===== config.mk =====
export PLATFORM = sky130hd
export DESIGN_NAME = encoder_8to3_seq
export DESIGN_NICKNAME = d
export VERILOG_FILES = /design/src/rtl/enc_pkg.sv /design/src/rtl/prio_enc_8to3.sv /design/src/rtl/encoder_8to3_seq.sv
export SDC_FILE = /design/constraint.sdc
export NUM_CORES = 1
export LEC_CHECK = 0
export BUFFER_PORTS_ARGS = -buffer_cell sky130_fd_sc_hd__buf_2
export CAP_MARGIN = 20
export CORE_MARGIN = 3
export CORE_UTILIZATION = 49
export DETAILED_ROUTE_END_ITERATION = 8
export PLACE_DENSITY = 0.81
export SKIP_LAST_GASP = 1
export SLEW_MARGIN = 20
export SYNTH_ARGS = -nofsm -noshare
export SYNTH_HDL_FRONTEND = slang
export SYNTH_SLANG_ARGS = --single-unit

===== constraint.sdc =====
create_clock -name clk -period 4.4 [get_ports clk]
set_input_delay 0.44 -clock clk [delete_from_list [all_inputs] [get_ports clk]]
set_output_delay 0.44 -clock clk [all_outputs]
set_load 0.005 [all_outputs]

===== src/rtl/enc_pkg.sv =====
// ----------------------------------------------------------------------------
// enc_pkg
// Shared constants, state encoding and helpers for the sequential 8-to-3
// encoder (encoder_8to3_seq) and its priority-encoder sub-block.
//   N_IN / N_OUT : request vector width and encoded index width
//   ST_IDLE/SCAN : 1-bit FSM state encoding
//   popcount8    : number of set bits in an 8-bit vector (0..8)
// ----------------------------------------------------------------------------
package enc_pkg;

    localparam int unsigned N_IN  = 8;
    localparam int unsigned N_OUT = 3;

    localparam logic ST_IDLE = 1'b0;
    localparam logic ST_SCAN = 1'b1;

    typedef enum logic {
        StIdle = ST_IDLE,
        StScan = ST_SCAN
    } enc_state_e;

    function automatic logic [3:0] popcount8(input logic [7:0] v);
        logic [3:0] cnt;
        cnt = 4'd0;
        for (int i = 0; i < 8; i++) begin
            cnt = cnt + {3'b000, v[i]};
        end
        return cnt;
    endfunction

endpackage


===== src/rtl/prio_enc_8to3.sv =====
// ----------------------------------------------------------------------------
// prio_enc_8to3
// Purely combinational priority encoder: returns the index of the
// highest-priority set bit of vec_i and flags whether any bit is set.
// Default priority is MSB first; defining ENC_LSB_FIRST_EN selects LSB first.
//   vec_i : request vector
//   idx_o : index of the winning bit (0 when vec_i is empty)
//   any_o : at least one bit of vec_i is set
// ----------------------------------------------------------------------------
module prio_enc_8to3 #(
    parameter int unsigned N_IN  = 8,
    parameter int unsigned N_OUT = 3
) (
    input  logic [N_IN-1:0]  vec_i,
    output logic [N_OUT-1:0] idx_o,
    output logic             any_o
);

    always_comb begin
        idx_o = '0;
        any_o = |vec_i;
`ifdef ENC_LSB_FIRST_EN
        // Scan downwards so the lowest set bit is written last and wins.
        for (int i = N_IN - 1; i >= 0; i--) begin
            if (vec_i[i]) idx_o = N_OUT'(i);
        end
`else
        // Scan upwards so the highest set bit is written last and wins.
        for (int i = 0; i < N_IN; i++) begin
            if (vec_i[i]) idx_o = N_OUT'(i);
        end
`endif
    end

endmodule


===== src/rtl/encoder_8to3_seq.sv =====
// ----------------------------------------------------------------------------
// encoder_8to3_seq
// Sequential 8-to-3 encoder. Accepts a multi-hot request vector in IDLE and
// emits the index of each set bit, one per accepted beat, in priority order
// over a valid/ready handshake. Build option ENC_LSB_FIRST_EN (macro) flips
// the emission order to LSB first; default is MSB first.
//   clk, rst_n          : clock, asynchronous active-low reset
//   in_valid, IN        : request vector offer
//   in_ready            : block is IDLE and will accept a vector
//   out_valid, out_ready: output handshake
//   OUT                 : current index
//   last                : OUT is the final pending bit of this vector
//   remaining           : number of pending bits (0..8)
//   zero_err            : one-cycle pulse after an empty vector was offered
// ----------------------------------------------------------------------------
module encoder_8to3_seq
    import enc_pkg::*;
(
    input  logic             clk,
    input  logic             rst_n,
    input  logic             in_valid,
    input  logic [N_IN-1:0]  IN,
    output logic             in_ready,
    output logic             out_valid,
    input  logic             out_ready,
    output logic [N_OUT-1:0] OUT,
    output logic             last,
    output logic [3:0]       remaining,
    output logic             zero_err
);

    enc_state_e        state_q;
    logic [N_IN-1:0]   pending_q;
    logic              zero_err_q;

    logic [N_OUT-1:0]  idx;
    logic              any_set;
    logic [3:0]        cnt;
    logic              last_w;
    logic [N_IN-1:0]   clr_mask;

    prio_enc_8to3 #(
        .N_IN  (N_IN),
        .N_OUT (N_OUT)
    ) u_prio (
        .vec_i (pending_q),
        .idx_o (idx),
        .any_o (any_set)
    );

    // Outputs depend only on registered state/pending, never on inputs.
    always_comb begin
        cnt      = popcount8(pending_q);
        last_w   = (state_q == StScan) && (cnt == 4'd1);
        clr_mask = '0;
        clr_mask[idx] = 1'b1;
    end

    assign in_ready  = (state_q == StIdle);
    assign out_valid = (state_q == StScan);
    assign OUT       = any_set ? idx : '0;
    assign last      = last_w;
    assign remaining = cnt;
    assign zero_err  = zero_err_q;

    always_ff @(posedge clk or negedge rst_n) begin
        if (!rst_n) begin
            state_q    <= StIdle;
            pending_q  <= '0;
            zero_err_q <= 1'b0;
        end else begin
            zero_err_q <= 1'b0;
            unique case (state_q)
                StIdle: begin
                    if (in_valid) begin
                        if (IN != '0) begin
                            pending_q <= IN;
                            state_q   <= StScan;
                        end else begin
                            zero_err_q <= 1'b1;
                        end
                    end
                end
                StScan: begin
                    if (out_ready) begin
                        if (last_w) begin
                            pending_q <= '0;
                            state_q   <= StIdle;
                        end else begin
                            pending_q <= pending_q & ~clr_mask;
                        end
                    end
                end
                default: begin
                    state_q   <= StIdle;
                    pending_q <= '0;
                end
            endcase
        end
    end

endmodule


Yosys cells after proc, flatten, opt, wreduce, memory -nomap -nowiden
Index checks and enable logic that the tools add are counted.
{"block": "totals", "reg_bits": 10, "in_bits": 12, "out_inout_bits": 11, "wordCells": 47}
{"block": "op_classes", "add_sub_neg": 7, "magnitude_cmp": 2, "eq_ne": 4, "n_mux": 23, "n_bitwise": 3, "reduce_logical": 5}
{"operator": "2-to-1 mux 8 bit", "n": 4}
{"operator": "adder 4 x 1 -> 4 bit", "n": 4}
{"operator": "case mux 8 bit (2 select lines)", "n": 1}
{"operator": "2-to-1 mux 3 bit", "n": 5}
{"operator": "2-to-1 mux 1 bit", "n": 9}
{"operator": "bitwise AND 8 bit", "n": 1}
{"operator": "NOT 8 bit", "n": 1}
{"operator": "nonzero test 8 bit", "n": 1}
{"operator": "OR reduction 8 bit", "n": 1}
{"operator": "adder 3 x 1 -> 4 bit", "n": 1}
{"operator": "== test 4 x 1 -> 1 bit, second input constant", "n": 1}
{"operator": "less-than comparator 3 x 4 -> 1 bit, second input constant", "n": 1}
{"operator": "2-to-1 mux 2 bit", "n": 2}
{"operator": "inequality test 2 bit, second input constant", "n": 2}
{"operator": "adder 2 x 1 -> 3 bit", "n": 1}
{"operator": "demux 1 bit (select 3 bit)", "n": 1}
{"operator": ">= comparator 3 x 1 -> 1 bit, second input constant", "n": 1}
{"operator": "AND reduction 3 bit", "n": 1}
{"operator": "adder 1 x 1 -> 2 bit", "n": 1}
{"operator": "logical AND 1 bit", "n": 2}
{"operator": "inequality test 2 x 1 -> 1 bit, second input constant", "n": 1}
{"operator": "case mux 1 bit (2 select lines)", "n": 1}
{"operator": "NOT 1 bit", "n": 1}

Logic depth before layout (Yosys ltp)
Gate-level depths: netlist (run 1).
{"block": "depth", "ltp_word": 16, "ltp_mapped": 12, "ltp_nobuf": 12}

Modules after synthesis
From an unflattened synthesis (run 1), not the netlist that was laid out.
{"block": "unflattened", "hier_cells": 99, "area_unflattened_um2": 865.8}
{"module": "encoder_8to3_seq", "n_inst": 1, "cells_per_inst": 87, "area_per_inst_um2": 799.5, "seq_area_each_um2": 250.2}
{"module": "prio_enc_8to3", "n_inst": 1, "cells_per_inst": 12, "area_per_inst_um2": 66.3, "seq_area_each_um2": 0.0}

Worst setup path before layout (run 1)
OpenSTA, ideal clock, no wires.
{"block": "synth_timing", "path_type": "register to output", "startpoint": "register pending_q[3]", "endpoint": "output port last", "arrival_time_ns": 3.134, "required_time_ns": 3.960, "path_slack_ns": 0.826, "path_stages_with_launch": 12, "n_path_buf": 0, "cell_sequence": "dfrtp_1 -> inv_1 -> fa_1 -> fa_1 -> fa_1 -> inv_1 -> ha_1 -> inv_1 -> fa_1 -> nand4b_1 -> or2_2 -> a21oi_1"}
{"block": "synth_via", "elab_chain_len": 7}
{"element": "start, declared", "line": "encoder_8to3_seq.sv:33", "source": "logic [N_IN-1:0] pending_q;"}
{"element": "start signal, assigned", "line": "encoder_8to3_seq.sv:90", "source": "pending_q <= pending_q & ~clr_mask;"}
{"element": "adder 3 x 1 -> 4 bit", "line": "enc_pkg.sv:26", "source": "cnt = cnt + {3'b000, v[i]};"}
{"element": "adder 4 x 1 -> 4 bit (4 in series)", "line": "enc_pkg.sv:26"}
{"element": "== test 4 x 1 -> 1 bit", "line": "encoder_8to3_seq.sv:54", "source": "last_w = (state_q == StScan) && (cnt == 4'd1);"}
{"element": "logical AND 1 bit", "line": "encoder_8to3_seq.sv:54"}
{"element": "end, declared", "line": "encoder_8to3_seq.sv:27", "source": "output logic last,"}
No other way between the ends.

Final worst setup path (run 1)
Ends and elaborated chain as after synthesis.

==> results of run 1 <==
## layout by cell type, fill, tap and decap left out
cell / instances
a21oi_1: 3
ha_1: 4
a31oi_2: 1
nor3_1: 1
a21o_1: 1
inv_1: 16
and2_1: 1
nor4_2: 1
dfrtp_1: 10
o211ai_1: 1
nor3_2: 1
o21ai_0: 8
and3_1: 1
nand4b_1: 2
o21ai_1: 2
a31oi_1: 2
o31ai_1: 1
nand2_1: 4
xnor2_1: 1
a22o_1: 7
clkbuf_8: 1
or2_2: 1
fa_1: 4
mux2i_1: 1
clkbuf_4: 3
nor2_1: 3
or4_1: 1
nor4_1: 2
nor2b_1: 1
buf_2: 22
## flip-flops by register name, indices dropped and copies added, names as in the netlist
| signal | flops |
|---|---|
| zero_err | 1 |
| out_valid | 1 |
| pending_q | 8 |
## path summary, 6_finish.rpt
check | cells past startpoint | slack [ps] | startpoint | to
setup / recovery | 12 | 250 | pending_q[3] | last
hold / removal | 1 | 20 | rst_n | pending_q[6]
setup reg to reg | 12 | 580 | pending_q[3] | pending_q[4]
hold reg to reg | 1 | 520 | pending_q[0] | pending_q[0]
max in group asynchronous | 1 | 4170 | rst_n | out_valid
min in group clk | 3 | 390 | IN[7] | pending_q[7]
## kinds of logic (layout without fill, tap and decap cells)
logic type | count (synthesis) | after routing | share of synthesized area
AOI/OAI and AO/OA | 26 | 26 | 0.228
and+or+nand+nor | 19 | 19 | 0.152
adders and majority gates | 8 | 8 | 0.170
buffers and inverters | 19 | 42 | 0.0967
DFF | 10 | 10 | 0.328
muxes | 1 | 1 | 0.0131
xor gates and xnor gates | 1 | 1 | 0.0115
## critical path, cell delays in order, from the launching register on
cell and delay, ps:
dfrtp_1 480, inv_1 100, fa_1 460, fa_1 510
fa_1 410, inv_1 80, ha_1 160, inv_1 60
fa_1 530, nand4b_1 130, or2_2 300, a21oi_1 120
buf_2 120
## metrics by stage
step	hold WS [ps]	power, mW	cell area, um2	instances
final	19.6	0.831	915	122
after global placement	309	0.733	878	118
after global routing	25.6	0.931	915	122
after detailed placement	317	0.741	878	118
after CTS	23.9	0.834	915	122
after floorplan	144	0.566	763	84
## final cells by class
cell class,count,area share
clock buffers,4,0.0397
well taps,15,0.0205
inverters,16,0.0657
multi-input cells,55,0.480
repair buffers,22,0.120
flip-flops and latches,10,0.274
## power groups by stage
stage | registers, mW | logic [mW] | clock network [mW]
4_1_cts | 0.164 | 0.587 | 0.0842
3_5_place_dp | 0.165 | 0.576 | 0
6_report | 0.165 | 0.582 | 0.0836
2_1_floorplan | 0.149 | 0.417 | 0
5_1_grt | 0.170 | 0.672 | 0.0892
3_3_place_gp | 0.163 | 0.569 | 0
## routing by layer
| metal | vias up | GRT usage | routed length, um |
|---|---|---|---|
| met2 | 24 | 0.318 | 809 |
| met4 | 0 | 0.0409 | 23 |
| met1 | 338 | 0.233 | 761 |
| li1 | 339 | - | - |
| met5 | - | 0 | 0 |
| met3 | 4 | 0.0593 | 110 |
==> out/metrics.cfg, run 1 <==
[outcome]
status = finished, final reports clean

[final_layout]
syn2layout_area_growth_pct = 19.8
multi_input_comb_area_um2 = 439
final_util = 0.662
seq_area_um2 = 250
nNetsFinal = 128
drive_above_1_share = 0.280
n_fill_cell = 131
n_antenna_cell = 0

[clock_tree]
path_clk_slew_ps = 80
cts_tree = yes
cts_made_buffers = 3
clock_sinks = 10
cts-root-buf = clkbuf_4
worstSkewPairLatency_ps = 270
hold_buffers = 0
postCtsSetupRepairBufs = 0
cts_buffer_depth = 2
htreeDepth = 1
cts-resized-gates = 0

[global_route]
grtUsageTotal = 0.188
grt_pass1_wl_mm = 2.88
gr-total-overflow = 0
first_global_vias = 715
grt_antenna_before_repair = 0
grt_max_degree = 11

[yosys]
ys.warnings.count = 0
synth_common_cells = 16 x inv_1, 10 x dfrtp_1, 8 x o21ai_0
ys_ff_latch = 10
syn_inst = 84
ys_types = 29
syn_area_um2 = 763
synth_largest_area_cell = dfrtp_1
synth.most_common_cell = inv_1
synthFlopType = dfrtp_1
syn_nets = 104
synth_edf_count = 0
syn_area_per_cell_um2 = 9.09
ys_seq_area_frac = 0.328
ys_async_sr_fraction = 1.00
synth_top_area_frac = 0.328
synth_area_leaders = dfrtp_1 33%, fa_1 10%, a22o_1 8.0%, inv_1 7.9%, ha_1 6.6%

[critical_path]
crit_required_ps = 3960
cp-start-kind = flip-flop
worstPathMaxFanout = 6
path_class = reg2out
cp-end-kind = output pin
arrival_ps = 3710

[sta]
rsz0062_at_grt = false
finalSetupTns_ps = 0
setup_viol = 0
slew_violations = 0
fin_crit_ps = 4150
period_share = 0.944
finClkSkew_ps = 9.91
finalWorstSetupSlack_ps = 247
hold_violations = 0
worst_pin_slew_ps = 589
relSlewSlack = 0.604
fmax_mhz = 241

[pwr]
p_leak_nw = 0.484
power.density_mw_per_mm2 = 908
internal_power_mw = 0.431
p_switching_mw = 0.399
swShare = 0.481
clockPowerShare = 0.101
comb_power_share = 0.701
power_frac_seq = 0.199
ir_worst_vdd_v = 0.000757

[routing]
vias = 705
wl_per_cell_um = 14.0
drc_errors = 0
drt_first_iter_violations = 16
ant_nets = 0
wl_mm = 1.70
firstDrtPassIters = 4
viasPerCell = 5.78

[placed_design]
gp_congestion = 0.822
portBuffers = 22
dpl_worst_slack_ps = 583
hpwl_mm = 1.33

[floorplan]
die_w_um = 45.5
die_area_mm2 = 0.00207
rows = 13
io_pins = 23
coreArea_mm2 = 0.00138
initial_core_util = 0.552
die_y_um = 45.5

[hold_path]
holdCritPathClass = in2async

[job]
cap_violations = 0

(Power assumes the default switching activity.)
==> run 2: changes to the inputs <==
Settings changed: RECOVER_POWER set to 50.
==> run 2 against run 1 <==
  * First-iteration DRC count unchanged
  * Utilization is 0.63 points lower
  * Via count shrank 0.28%
  * Cell count stayed put
  * Sequential share of layout area up 0.26 points
  * Total power down 0.36%
  * Worst setup slack gained 5.8 ps
  * Sequential power about the same
  * Critical endpoint unchanged
==> out/metrics.cfg, run 2 (same netlist as run 1, synthesis figures left out) <==
[sta]
hold_violations = 0
period_share = 0.943
setup_viol = 0
finalSetupTns_ps = 0
rsz0062_at_grt = false
relSlewSlack = 0.605
finClkSkew_ps = 8.62
holdWs_ps = 126
worst_pin_slew_ps = 590
slew_violations = 0
fin_crit_ps = 4150
fmax_mhz = 241

[critical_path]
critPathBufInv = 4
slowest_delay_ps = 530
crit_required_ps = 3960
slowest_stage = fa_1
worstPathMaxFanout = 6
crit_top_cell = fa_1
cp-start-kind = flip-flop
cp_top_family = adder cells
path_class = reg2out
arrival_ps = 3710
cp-end-kind = output pin
cp_cell_sequence = inv_1 > fa_1 > fa_1 > fa_1 > inv_1 > ha_1 > inv_1 > fa_1 > nand4b_1 > or2_2 > a21oi_1 > buf_2

[final_layout]
n_fill_cell = 133
nNetsFinal = 128
largest_register_ffs = 8
drive_above_1_share = 0.252
final_cell_mix = 20 x buf_2, 16 x inv_1, 10 x dfrtp_1
n_antenna_cell = 0
multi_input_comb_area_um2 = 433
final_util = 0.655
syn2layout_area_growth_pct = 18.7
largest_register = pending_q
final_common_cell = buf_2
fin_area_um2 = 906
seq_area_um2 = 250

[global_route]
first_global_vias = 715
grt_max_degree = 11
grt_antenna_before_repair = 0
grtUsageTotal = 0.188
grt_pass1_wl_mm = 2.88
gr-total-overflow = 0

[routing]
wl_per_cell_um = 13.9
vias = 703
viasPerCell = 5.76
drt_first_iter_violations = 16
wl_mm = 1.69
drc_errors = 0
ant_nets = 0
firstDrtPassIters = 4

[pwr]
p_leak_nw = 0.477
ir_worst_vdd_v = 0.000755
power.density_mw_per_mm2 = 914

[floorplan]
initial_core_util = 0.552
coreArea_mm2 = 0.00138
io_pins = 23
die_y_um = 45.5
die_w_um = 45.5
die_area_mm2 = 0.00207
rows = 13

[clock_tree]
hold_buffers = 0
cts-root-buf = clkbuf_4
clock_sinks = 10
cts_made_buffers = 3
cts_tree = yes
worstSkewPairLatency_ps = 270
postCtsSetupRepairBufs = 0
cts_buffer_depth = 2
path_clk_slew_ps = 70
cts-resized-gates = 0
htreeDepth = 1

[job]
cap_violations = 0

[placed_design]
hpwl_mm = 1.33
placed_area_um2 = 878
gp_congestion = 0.822
portBuffers = 22

[outcome]
status = finished, final reports clean

[hold_path]
holdCritPathClass = in2async

## run 2: cell count changes in the layout (fill, tap and decap cells not counted), sizes merged
cell,previous run,this run
clkbuf,4,6
buf,22,20
## run 2: layer usage
metal / track usage / vias up / part of all wire
met5: 0 / - / 0
met2: 0.318 / 20 / 0.48
li1: - / 337 / -
met4: 0.0409 / 0 / 0.0077
met3: 0.0593 / 2 / 0.064
met1: 0.233 / 344 / 0.44
## run 2: worst paths after layout
kind | from | endpoint | slack, ps | cells after the start
max | pending_q[3] | last | 250 | 12
min | rst_n | pending_q[5] | 130 | 1
max reg2reg | pending_q[3] | pending_q[4] | 560 | 12
min reg2reg | pending_q[0] | pending_q[0] | 510 | 1
max in group asynchronous | rst_n | out_valid | 3900 | 1
min in group clk | IN[7] | pending_q[7] | 390 | 3
## run 2: final cells by class
type / count / area share
tap: 15 / 0.0207
inverter: 16 / 0.0663
clock buffer: 4 / 0.0401
multi-input combinational: 55 / 0.478
sequential: 10 / 0.276
timing repair buffer: 22 / 0.119
## run 2: report_power, final
part           switching [mW]  total [mW]  internal [mW]
logic                   0.321       0.579          0.258
clock network          0.0334      0.0837         0.0503
registers              0.0427       0.165          0.122
total                   0.397       0.828          0.430
## run 2: per-stage QoR
step	power (mW)	instances	worst slack, ps
2_1_floorplan	0.566	84	826
3_3_place_gp	0.733	118	600
3_5_place_dp	0.741	118	583
4_1_cts	0.834	122	261
5_1_grt	0.930	122	51.5
6_report	0.828	122	252
==> run 3: changes to the inputs <==
Clock period 4.4 ns to 4.1 ns, I/O delays scaled along.
==> run 3 against run 2 <==
  * Combinational power is 24% higher
  * Cell count is 4.9% higher
  * Design area is 6.4% higher
==> out/metrics.cfg, run 3 (same netlist as run 1, synthesis figures left out) <==
[outcome]
status = finished, final reports clean

[critical_path]
slowest_stage = fa_1
cp.depth = 12
cp-start-kind = flip-flop
arrival_ps = 3670
critPathBufInv = 4
worstPathMaxFanout = 3
cp_top_family = adder cells
crit_required_ps = 3690
r2r_cells = 12
crit_top_cell = fa_1
cp-end-kind = output pin
slowest_delay_ps = 580
path_class = reg2out
cp_cell_sequence = inv_1 > fa_1 > fa_1 > fa_1 > inv_1 > ha_2 > inv_1 > fa_1 > nand4b_1 > or2_4 > a21oi_2 > buf_2

[sta]
finClkSkew_ps = 3.25
rsz0062_at_grt = true
slew_violations = 0
worst_pin_slew_ps = 591
period_share = 0.996
holdWs_ps = 362
fin_crit_ps = 4080
fmax_mhz = 245
hold_violations = 0
relSlewSlack = 0.604
setup_viol = 0

[pwr]
internal_power_mw = 0.522
swShare = 0.466
p_leak_nw = 0.504
comb_power_share = 0.736
finalPower_mw = 0.979
ir_worst_vdd_v = 0.00110
p_switching_mw = 0.456
clockPowerShare = 0.090
power.density_mw_per_mm2 = 1020
power_frac_seq = 0.174

[clock_tree]
htreeDepth = 1
worstSkewPairLatency_ps = 260
cts_made_buffers = 3
cts-root-buf = clkbuf_4
cts_buffer_depth = 2
path_clk_slew_ps = 60
clock_sinks = 10
cts_tree = yes

[job]
cap_violations = 0

[floorplan]
die_y_um = 45.5
rows = 13
die_area_mm2 = 0.00207
io_pins = 23
coreArea_mm2 = 0.00138
initial_core_util = 0.552
die_w_um = 45.5

[global_route]
grtUsageTotal = 0.191
use_met1 = 0.238
busiest_layer = met2
grt_util_met3 = 0.0356
grt_pass1_wl_mm = 2.89
grt_max_degree = 11
grt_antenna_before_repair = 0
use_met2 = 0.337
gr-total-overflow = 0
first_global_vias = 692

[routing]
firstDrtPassIters = 2
wl_mm = 1.76
ant_nets = 0
drc_errors = 0
wl_per_cell_um = 13.7
viasPerCell = 5.67
vias = 726
drt_first_iter_violations = 11

[final_layout]
largest_register_ffs = 8
final_common_cell = buf_2
syn2layout_area_growth_pct = 26.2
drive_above_1_share = 0.327
n_antenna_cell = 0
fin_area_um2 = 963
final_cell_mix = 20 x buf_2, 14 x inv_1, 9 x dfrtp_1
largest_register = pending_q
nNetsFinal = 134

[placed_design]
portBuffers = 22
hpwl_mm = 1.34
placed_area_um2 = 878
gp_congestion = 0.819

[hold_path]
whs_path_depth = 2
holdCritPathClass = in2reg

run 3: path summary, 6_finish.rpt:
path,start,end,slack (ps)
setup / recovery,pending_q[0],last,20
min in group asynchronous,rst_n,pending_q[6],620
setup reg to reg,pending_q[0],pending_q[3],150
hold / removal,out_ready,out_valid,360
hold reg to reg,pending_q[1],pending_q[1],560
max in group asynchronous,rst_n,pending_q[3],3090
run 3: power groups by stage:
stage | Sequential (mW) | Combinational (mW) | Clock, mW
2_1_floorplan | 0.160 | 0.447 | 0
3_3_place_gp | 0.174 | 0.609 | 0
3_5_place_dp | 0.176 | 0.626 | 0
4_1_cts | 0.169 | 0.649 | 0.0894
5_1_grt | 0.177 | 0.824 | 0.0934
6_report | 0.171 | 0.720 | 0.0877
run 3: final cells by class:
type	instances	area, um2
clock buffers	4	36.3
flip-flops and latches	10	251
repair buffers	28	155
inverters	16	60.1
fillers	114	419
well taps	15	18.8
multi-input cells	55	442
run 3: what timing repair did:
item                                    in CTS  in global routing
endpoints found under the hold margin       10                  0
buffers inserted                             1                  4
endpoints found under the setup margin       1                  1
resized for setup                            2                  4
pin swaps                                    0                  3
hold buffers                                 1                  0
run 3: per-stage QoR:
step	cells	TNS [ps]	utilization	worst slack, ps
global route	128	-186	0.697	-168
global placement	118	0	0.635	371
finish	128	0	0.697	16.1
CTS	124	0	0.675	0.760
detailed placement	118	0	0.635	250
floorplan	84	0	-	556
run 3: routing by layer:
metal | wire length (um) | vias to the layer above
met5 | 0 | -
met4 | 29 | 0
met3 | 112 | 4
met2 | 857 | 24
met1 | 758 | 348
li1 | - | 350
